## src/rtl/uart_pkg.sv

```systemverilog
// Shared definitions for the UART receiver: receive FSM states and oversampling default.
package uart_pkg;

   localparam int OVERSAMPLE_DEF = 16;

   typedef enum logic [1:0] {
      IDLE  = 2'd0,
      START = 2'd1,
      DATA  = 2'd2,
      STOP  = 2'd3
   } rx_state_e;

endpackage

```

## src/rtl/uart_rx_fifo.sv

```systemverilog
// Receive byte FIFO: pointers carry an extra wrap bit so full and empty are distinct,
// head byte is read straight out of storage.
module uart_rx_fifo #(
   parameter int DEPTH = 4
) (
   input  logic       clk,
   input  logic       rst_n,
   input  logic       push,
   input  logic       pop,
   input  logic [7:0] wdata,
   output logic [7:0] data,
   output logic       full,
   output logic       empty
);

   localparam int AW = $clog2(DEPTH);

   logic [7:0]  mem_r [DEPTH];
   logic [AW:0] wr_ptr_r;
   logic [AW:0] rd_ptr_r;
   logic        pop_ok_s;
   logic        push_ok_s;

   assign empty     = (wr_ptr_r == rd_ptr_r);
   assign full      = (wr_ptr_r[AW] != rd_ptr_r[AW]) &&
                      (wr_ptr_r[AW-1:0] == rd_ptr_r[AW-1:0]);
   // A pop in the same cycle frees the slot a push on a full FIFO needs.
   assign pop_ok_s  = pop && !empty;
   assign push_ok_s = push && (!full || pop_ok_s);
   assign data      = mem_r[rd_ptr_r[AW-1:0]];

   // Storage and pointer update.
   always_ff @(posedge clk or negedge rst_n) begin
      if (!rst_n) begin
         for (int i = 0; i < DEPTH; i++) begin
            mem_r[i] <= 8'h00;
         end
         wr_ptr_r <= '0;
         rd_ptr_r <= '0;
      end else begin
         if (push_ok_s) begin
            mem_r[wr_ptr_r[AW-1:0]] <= wdata;
            wr_ptr_r <= wr_ptr_r + {{AW{1'b0}}, 1'b1};
         end
         if (pop_ok_s) begin
            rd_ptr_r <= rd_ptr_r + {{AW{1'b0}}, 1'b1};
         end
      end
   end

endmodule

```

## src/rtl/uart_rx.sv

```systemverilog
// Oversampling UART receiver (8N1): synchronizer, tick generator, frame FSM,
// sticky error flags, and a small receive FIFO.
module uart_rx
   import uart_pkg::*;
#(
   parameter int FIFO_DEPTH = 4,
   parameter int OVERSAMPLE = OVERSAMPLE_DEF
) (
   input  logic        clk,
   input  logic        power_on_reset_n,
   input  logic        rx,
   input  logic [15:0] divisor,
   input  logic        rd,
   output logic [7:0]  rdata,
   output logic        rx_valid,
   output logic        framing_err,
   output logic        overrun,
   input  logic        clr_err
);

   localparam int SW = $clog2(OVERSAMPLE);
   localparam logic [SW-1:0] HALF_M1 = SW'(OVERSAMPLE / 2 - 1);
   localparam logic [SW-1:0] LAST    = SW'(OVERSAMPLE - 1);

   rx_state_e   state_r;
   rx_state_e   state_nxt_s;
   logic        sync1_r;
   logic        sync2_r;
   logic        rx_s;
   logic [1:0]  settle_r;
   logic        armed_r;
   logic [15:0] div_r;
   logic [15:0] tick_cnt_r;
   logic        tick_s;
   logic [SW-1:0] samp_cnt_r;
   logic [2:0]  bit_idx_r;
   logic [7:0]  shift_r;
   logic        hold_r;
   logic        ferr_r;
   logic        ovr_r;
   logic        mid_s;
   logic        bit_s;
   logic        cnt_clr_s;
   logic        samp_clr_s;
   logic        shift_en_s;
   logic        push_s;
   logic        ferr_set_s;
   logic        hold_set_s;
   logic        hold_clr_s;
   logic        ovr_set_s;
   logic        full_s;
   logic        empty_s;

   assign rx_s   = sync2_r;
   assign tick_s = (tick_cnt_r == div_r);
   assign mid_s  = tick_s && (samp_cnt_r == HALF_M1);
   assign bit_s  = tick_s && (samp_cnt_r == LAST);

   // Two-flop synchronizer; resets to the idle line level.
   always_ff @(posedge clk or negedge power_on_reset_n) begin
      if (!power_on_reset_n) begin
         sync1_r <= 1'b1;
         sync2_r <= 1'b1;
      end else begin
         sync1_r <= rx;
         sync2_r <= sync1_r;
      end
   end

   // After reset, a start bit is only accepted once the real line has been seen high,
   // so a frame cut short by reset cannot be picked up mid-stream.
   always_ff @(posedge clk or negedge power_on_reset_n) begin
      if (!power_on_reset_n) begin
         settle_r <= 2'd0;
         armed_r  <= 1'b0;
      end else begin
         if (settle_r != 2'd3) begin
            settle_r <= settle_r + 2'd1;
         end
         if (!armed_r && (settle_r == 2'd3) && rx_s) begin
            armed_r <= 1'b1;
         end
      end
   end

   // Frame FSM state register.
   always_ff @(posedge clk or negedge power_on_reset_n) begin
      if (!power_on_reset_n) begin
         state_r <= IDLE;
      end else begin
         state_r <= state_nxt_s;
      end
   end

   // Next-state and datapath control.
   always_comb begin
      state_nxt_s = state_r;
      cnt_clr_s   = 1'b0;
      samp_clr_s  = 1'b0;
      shift_en_s  = 1'b0;
      push_s      = 1'b0;
      ferr_set_s  = 1'b0;
      hold_set_s  = 1'b0;
      hold_clr_s  = 1'b0;
      case (state_r)
         IDLE: begin
            if (armed_r && !rx_s) begin
               cnt_clr_s   = 1'b1;
               state_nxt_s = START;
            end else begin
               state_nxt_s = IDLE;
            end
         end
         START: begin
            if (mid_s) begin
               samp_clr_s  = 1'b1;
               state_nxt_s = rx_s ? IDLE : DATA;
            end else begin
               state_nxt_s = START;
            end
         end
         DATA: begin
            if (bit_s) begin
               samp_clr_s  = 1'b1;
               shift_en_s  = 1'b1;
               state_nxt_s = (bit_idx_r == 3'd7) ? STOP : DATA;
            end else begin
               state_nxt_s = DATA;
            end
         end
         STOP: begin
            if (hold_r) begin
               // Bad stop bit: wait for the line to return high before re-arming.
               if (rx_s) begin
                  hold_clr_s  = 1'b1;
                  state_nxt_s = IDLE;
               end else begin
                  state_nxt_s = STOP;
               end
            end else if (bit_s) begin
               samp_clr_s = 1'b1;
               if (rx_s) begin
                  push_s      = 1'b1;
                  state_nxt_s = IDLE;
               end else begin
                  ferr_set_s  = 1'b1;
                  hold_set_s  = 1'b1;
                  state_nxt_s = STOP;
               end
            end else begin
               state_nxt_s = STOP;
            end
         end
         default: begin
            state_nxt_s = IDLE;
         end
      endcase
   end

   // Tick generator, sample counter, bit index and shift register.
   always_ff @(posedge clk or negedge power_on_reset_n) begin
      if (!power_on_reset_n) begin
         div_r      <= 16'd0;
         tick_cnt_r <= 16'd0;
         samp_cnt_r <= '0;
         bit_idx_r  <= 3'd0;
         shift_r    <= 8'h00;
         hold_r     <= 1'b0;
      end else begin
         if (cnt_clr_s || tick_s) begin
            tick_cnt_r <= 16'd0;
            div_r      <= divisor;
         end else begin
            tick_cnt_r <= tick_cnt_r + 16'd1;
         end
         if (cnt_clr_s || samp_clr_s) begin
            samp_cnt_r <= '0;
         end else if (tick_s) begin
            samp_cnt_r <= samp_cnt_r + SW'(1);
         end
         if (cnt_clr_s) begin
            bit_idx_r <= 3'd0;
         end else if (shift_en_s) begin
            bit_idx_r <= bit_idx_r + 3'd1;
         end
         if (shift_en_s) begin
            shift_r <= {rx_s, shift_r[7:1]};
         end
         if (hold_set_s) begin
            hold_r <= 1'b1;
         end else if (hold_clr_s) begin
            hold_r <= 1'b0;
         end
      end
   end

   assign ovr_set_s = push_s && full_s && !rd;

   // Sticky error flags; a new error in the clearing cycle keeps the flag set.
   always_ff @(posedge clk or negedge power_on_reset_n) begin
      if (!power_on_reset_n) begin
         ferr_r <= 1'b0;
         ovr_r  <= 1'b0;
      end else begin
         ferr_r <= ferr_set_s | (ferr_r & ~clr_err);
         ovr_r  <= ovr_set_s  | (ovr_r  & ~clr_err);
      end
   end

   uart_rx_fifo #(
      .DEPTH (FIFO_DEPTH)
   ) u_fifo (
      .clk   (clk),
      .rst_n (power_on_reset_n),
      .push  (push_s),
      .pop   (rd),
      .wdata (shift_r),
      .data  (rdata),
      .full  (full_s),
      .empty (empty_s)
   );

   assign rx_valid    = !empty_s;
   assign framing_err = ferr_r;
   assign overrun     = ovr_r;

endmodule

```

## config.mk

```make
export PLATFORM = sky130hd
export DESIGN_NAME = uart_rx
export DESIGN_NICKNAME = d
export VERILOG_FILES = /design/src/rtl/uart_pkg.sv /design/src/rtl/uart_rx_fifo.sv /design/src/rtl/uart_rx.sv
export SDC_FILE = /design/constraint.sdc
export NUM_CORES = 1
export LEC_CHECK = 0
export ABC_AREA = 1
export BUFFER_PORTS_ARGS = -buffer_cell sky130_fd_sc_hd__buf_2
export CAP_MARGIN = 25
export CORE_MARGIN = 3
export CORE_UTILIZATION = 34
export DETAILED_ROUTE_END_ITERATION = 8
export PLACE_DENSITY = 0.59
export SLEW_MARGIN = 10
export SYNTH_ARGS = -nofsm -noshare
export SYNTH_HDL_FRONTEND = slang
export SYNTH_SLANG_ARGS = --single-unit
```

## constraint.sdc

```tcl
create_clock -name clk -period 1.56 [get_ports clk]
set_input_delay 0.156 -clock clk [delete_from_list [all_inputs] [get_ports clk]]
set_output_delay 0.156 -clock clk [all_outputs]
set_load 0.005 [all_outputs]
```

==> results.md <==
- Status: finished, violations left
- Failing checks: setup timing
- Post-route ant nets: 0
- Syn Area/Cell: 8.468 um2
- Slew headroom: 57.44%
- Mapped Nets: 604
- Final worst setup slack: -0.1977 ns
- Ports: 32
- Yosys cell types: 35
- Gr usage total: between 15 and 20%
- GRT overflow: 0
- Inst Count DP: 828
- H-tree lvl count: 3
- Sequential-to-total area share from yosys stat: between 40% and 50%
- Sw power: approximately 3000 uW
- Static leakage: 0.003390 uW
- Maximum clock frequency: approximately 570 MHz
- First-pass GRT wire length: approximately 20,000 um
- Detailed-route via count: ~4.3k
- PwrDens: 1337 nW/um2
- RSZ-0062 raised after global routing: true
- CP max stage delay: roughly 0.4 ns
- Ys async rst share: 100.0%
- CP Class: reg2reg
- CTS tree: built
- Max clock buf depth: 2
- Worst-path clk slew: ~0.07 ns
- Finished Layout Cells: 871
- IO buf count: 31
- Final-stage net count: 717
- # DRC: 0
- Number of cells on the critical path: 10
- Fin util: 47.98%
- Routed WL: 12,410 um
- Buffers & Inverters on Critical Path: 0
- Crit Path Max Fanout: 8
- Vias in the first global route: 4,084
- Drt first pass iters: 5
- Minimum period implied by the final worst setup slack: 1.758 ns
- Startpoint types: flip-flop
- Flops & latches, synth: 95
- CP required: 1.79 ns
- Synth-to-layout area growth: 37.80%
- Synth Warn #: 0
- Comb pwr share: 37.9%
- Ratio of cells with drive above 1 in the final layout: 34.59%
- Clock tree root driver cell: clkbuf_16
- CP most frequent cell: nand2_1
- CP cell instances: nand2_1 -> nand2_1 -> nor2_2 -> nand2_2 -> nor2_4 -> nand3_4 -> nor2_8 -> nand4_4 -> nand2_1 -> nand2_1
- Drt via density: 4.912
- Final Cycle Share: 112.7%
- Synth Instances: ~570
- Final setup viols: 84
- Initial DRC count: around 240
- WL/cell: 14.24 um
- EDFF count, synth: 0
- Filler Cell Count: between 1k and 1.5k
- Cell internal pwr: 5943 uW
- Row cnt: 43
- R2R cell count: 10
- Min-Delay Path Depth: 3
- Final hold vios: 0
- Worst path slowest cell: dfrtp_1
- CTS Buf Count: 9
- CTS sink cnt: 95
- Initial antenna violation count: 0
- Sw frac: about 34%
- Max VDD drop: 486.2 uV
- Total die area: 15,740 um2
- Main synth FF type: dfrtp_1
- Maximum number of pins on one net before global-route repair: 61
- Clock skew: 0.01214 ns
- Antenna diodes: 0
- Dpl hpwl: 7913 um
- Routability cong.: 0.7998
- Initial Utilization: 34.82%
- Clock power share: between 20 and 30%
- Die Y: approximately 130 um
- Worst slew pin tran: 0.6377 ns
- Sequential share of power: 33.7%
- Final Slew Violations: 0
- HP Class: in2reg
- CP Capture Type: flip-flop
- Worst EP arrival: 1.99 ns
- Netlist Area Pre-Place: 4852 um2
- Max-Cap Viols: 0
- Top delay family on crit path: simple AND/OR/NAND/NOR gates
- Die X: 125.5 um
- Core area: 13,930 um2
- Clock latency on the worst-skew pair: 0.35 ns
-- worst min-delay path, stage by stage --
cell	delay, ns
buf_2	0.08
nand2_1	0.04
o21ai_0	0.05
-- final cells by class --
class                   count  area, um2  area share, %
repair buffers            118       1035          15.48
clock buffers              11      232.7          3.481
repair inverters            1      7.507         0.1123
inverters                  55      220.2          3.293
multi-input cells         406       2480          37.09
well taps                 180      225.2          3.368
flip-flops and latches     95       2380          35.59
clock inverters             5      106.4          1.591
-- cell usage after synthesis, types with 2 or more instances --
| master | number | share of area (%) |
|---|---|---|
| a21oi_1 | 8 | 0.83 |
| a21oi_2 | 3 | 0.54 |
| buf_2 | 10 | 1.0 |
| buf_6 | 4 | 0.93 |
| buf_8 | 3 | 0.93 |
| dfrtp_1 | 93 | 48 |
| dfstp_2 | 2 | 1.1 |
| ha_1 | 10 | 2.6 |
| inv_1 | 44 | 3.4 |
| inv_2 | 11 | 0.85 |
| nand2_1 | 171 | 13 |
| nand2_2 | 3 | 0.39 |
| nand2_4 | 2 | 0.46 |
| nand3_1 | 20 | 2.1 |
| nand4_1 | 36 | 4.6 |
| nand4_4 | 4 | 1.8 |
| nor2_1 | 61 | 4.7 |
| nor2_4 | 2 | 0.46 |
| nor2_8 | 4 | 1.7 |
| nor3_1 | 5 | 0.52 |
| nor4_1 | 3 | 0.39 |
| o21ai_0 | 26 | 2.7 |
| o21ai_1 | 15 | 1.5 |
| o22ai_1 | 10 | 1.3 |
| xnor2_1 | 5 | 0.90 |
| xor2_1 | 9 | 1.6 |
-- cell families (layout without fill, tap and decap cells) --
logic type               Yosys count  in the layout  synth area share [%]
AND/OR/NAND/NOR                  316            319                 31.36
flip-flops                        95             95                 49.05
buffers and inverters             75            190                 7.452
AO/OA/AOI/OAI                     63             63                 7.040
XOR/XNOR                          14             14                 2.527
adder cells (fa/ha/maj)           10             10                 2.579
-- layout by cell type, fill, tap and decap left out, types with 6 or more instances in the layout --
cell         n
inv_2       12
xor2_1       9
o21ai_0     11
nand2_1    158
nand2_4      6
nor2_4      10
o22ai_2      8
buf_12       6
nor2_1      41
buf_6       11
o21ai_2     14
buf_4       62
nand4_1     36
o21ai_1     16
a21oi_1      6
buf_2       30
ha_1         9
nand2_2     13
clkbuf_16   11
dfrtp_1     93
nand3_1     16
inv_1       39
nor2_2      13
-- layer usage --
layer	routed length [um]	track usage, %
met3	403	1.751
met5	0	0
met4	189	5.548
met2	5955	24.10
met1	5856	22.17
-- sequential cells by signal (all words and copies together) (netlist names) --
name,cells
armed_r,1
bit_idx_r,3
div_r,16
framing_err,1
hold_r,1
overrun,1
rx_s,1
samp_cnt_r,4
settle_r,2
shift_r,8
state_r,2
sync1_r,1
tick_cnt_r,16
u_fifo.mem_r,32
u_fifo.rd_ptr_r,3
u_fifo.wr_ptr_r,3
-- worst paths after layout --
| check | from | end | slack [ns] |
|---|---|---|---|
| setup / recovery | tick_cnt_r[9] | u_fifo.mem_r[25] | -0.20 |
| hold / removal | divisor[6] | div_r[6] | 0.02 |
| setup reg to reg | tick_cnt_r[9] | u_fifo.mem_r[25] | -0.20 |
| hold reg to reg | sync1_r | rx_s | 0.36 |
| max in group asynchronous | power_on_reset_n | rx_s | 0.73 |
| min in group asynchronous | power_on_reset_n | u_fifo.mem_r[8] | 0.20 |
-- per-stage QoR --
stage          power, uW  worst slack (ns)  instance area, um2  setup TNS, ns  hold WS [ns]
6_report            8942           -0.1977                6686         -10.35       0.01935
5_1_grt             9476           -0.3349                6686         -22.19       0.04673
4_1_cts             8420           -0.2056                6305         -12.17       0.01468
3_5_place_dp        5530           -0.2600                5618         -12.03       0.02053
3_3_place_gp        5484           -0.2241                5618         -9.086       0.01709
2_1_floorplan       4521         -0.006960                4860       -0.01741       -0.1396
-- power groups by stage --
| stage | clock network, uW | registers (uW) | logic [uW] |
|---|---|---|---|
| 2_1_floorplan | 0 | 3030 | 1490 |
| 3_3_place_gp | 0 | 3040 | 2440 |
| 3_5_place_dp | 0 | 3060 | 2470 |
| 4_1_cts | 2560 | 3010 | 2850 |
| 5_1_grt | 2670 | 3050 | 3750 |
| 6_report | 2530 | 3020 | 3390 |
-- what timing repair did --
action,in CTS,in global routing
endpoints found under the hold margin,94,0
gates cloned,6,3
pin swaps,12,18
gates resized for setup,58,70
endpoints found under the setup margin,90,97
setup buffers,8,8
hold buffers,2,0
Power figures use the tool's default switching activity.
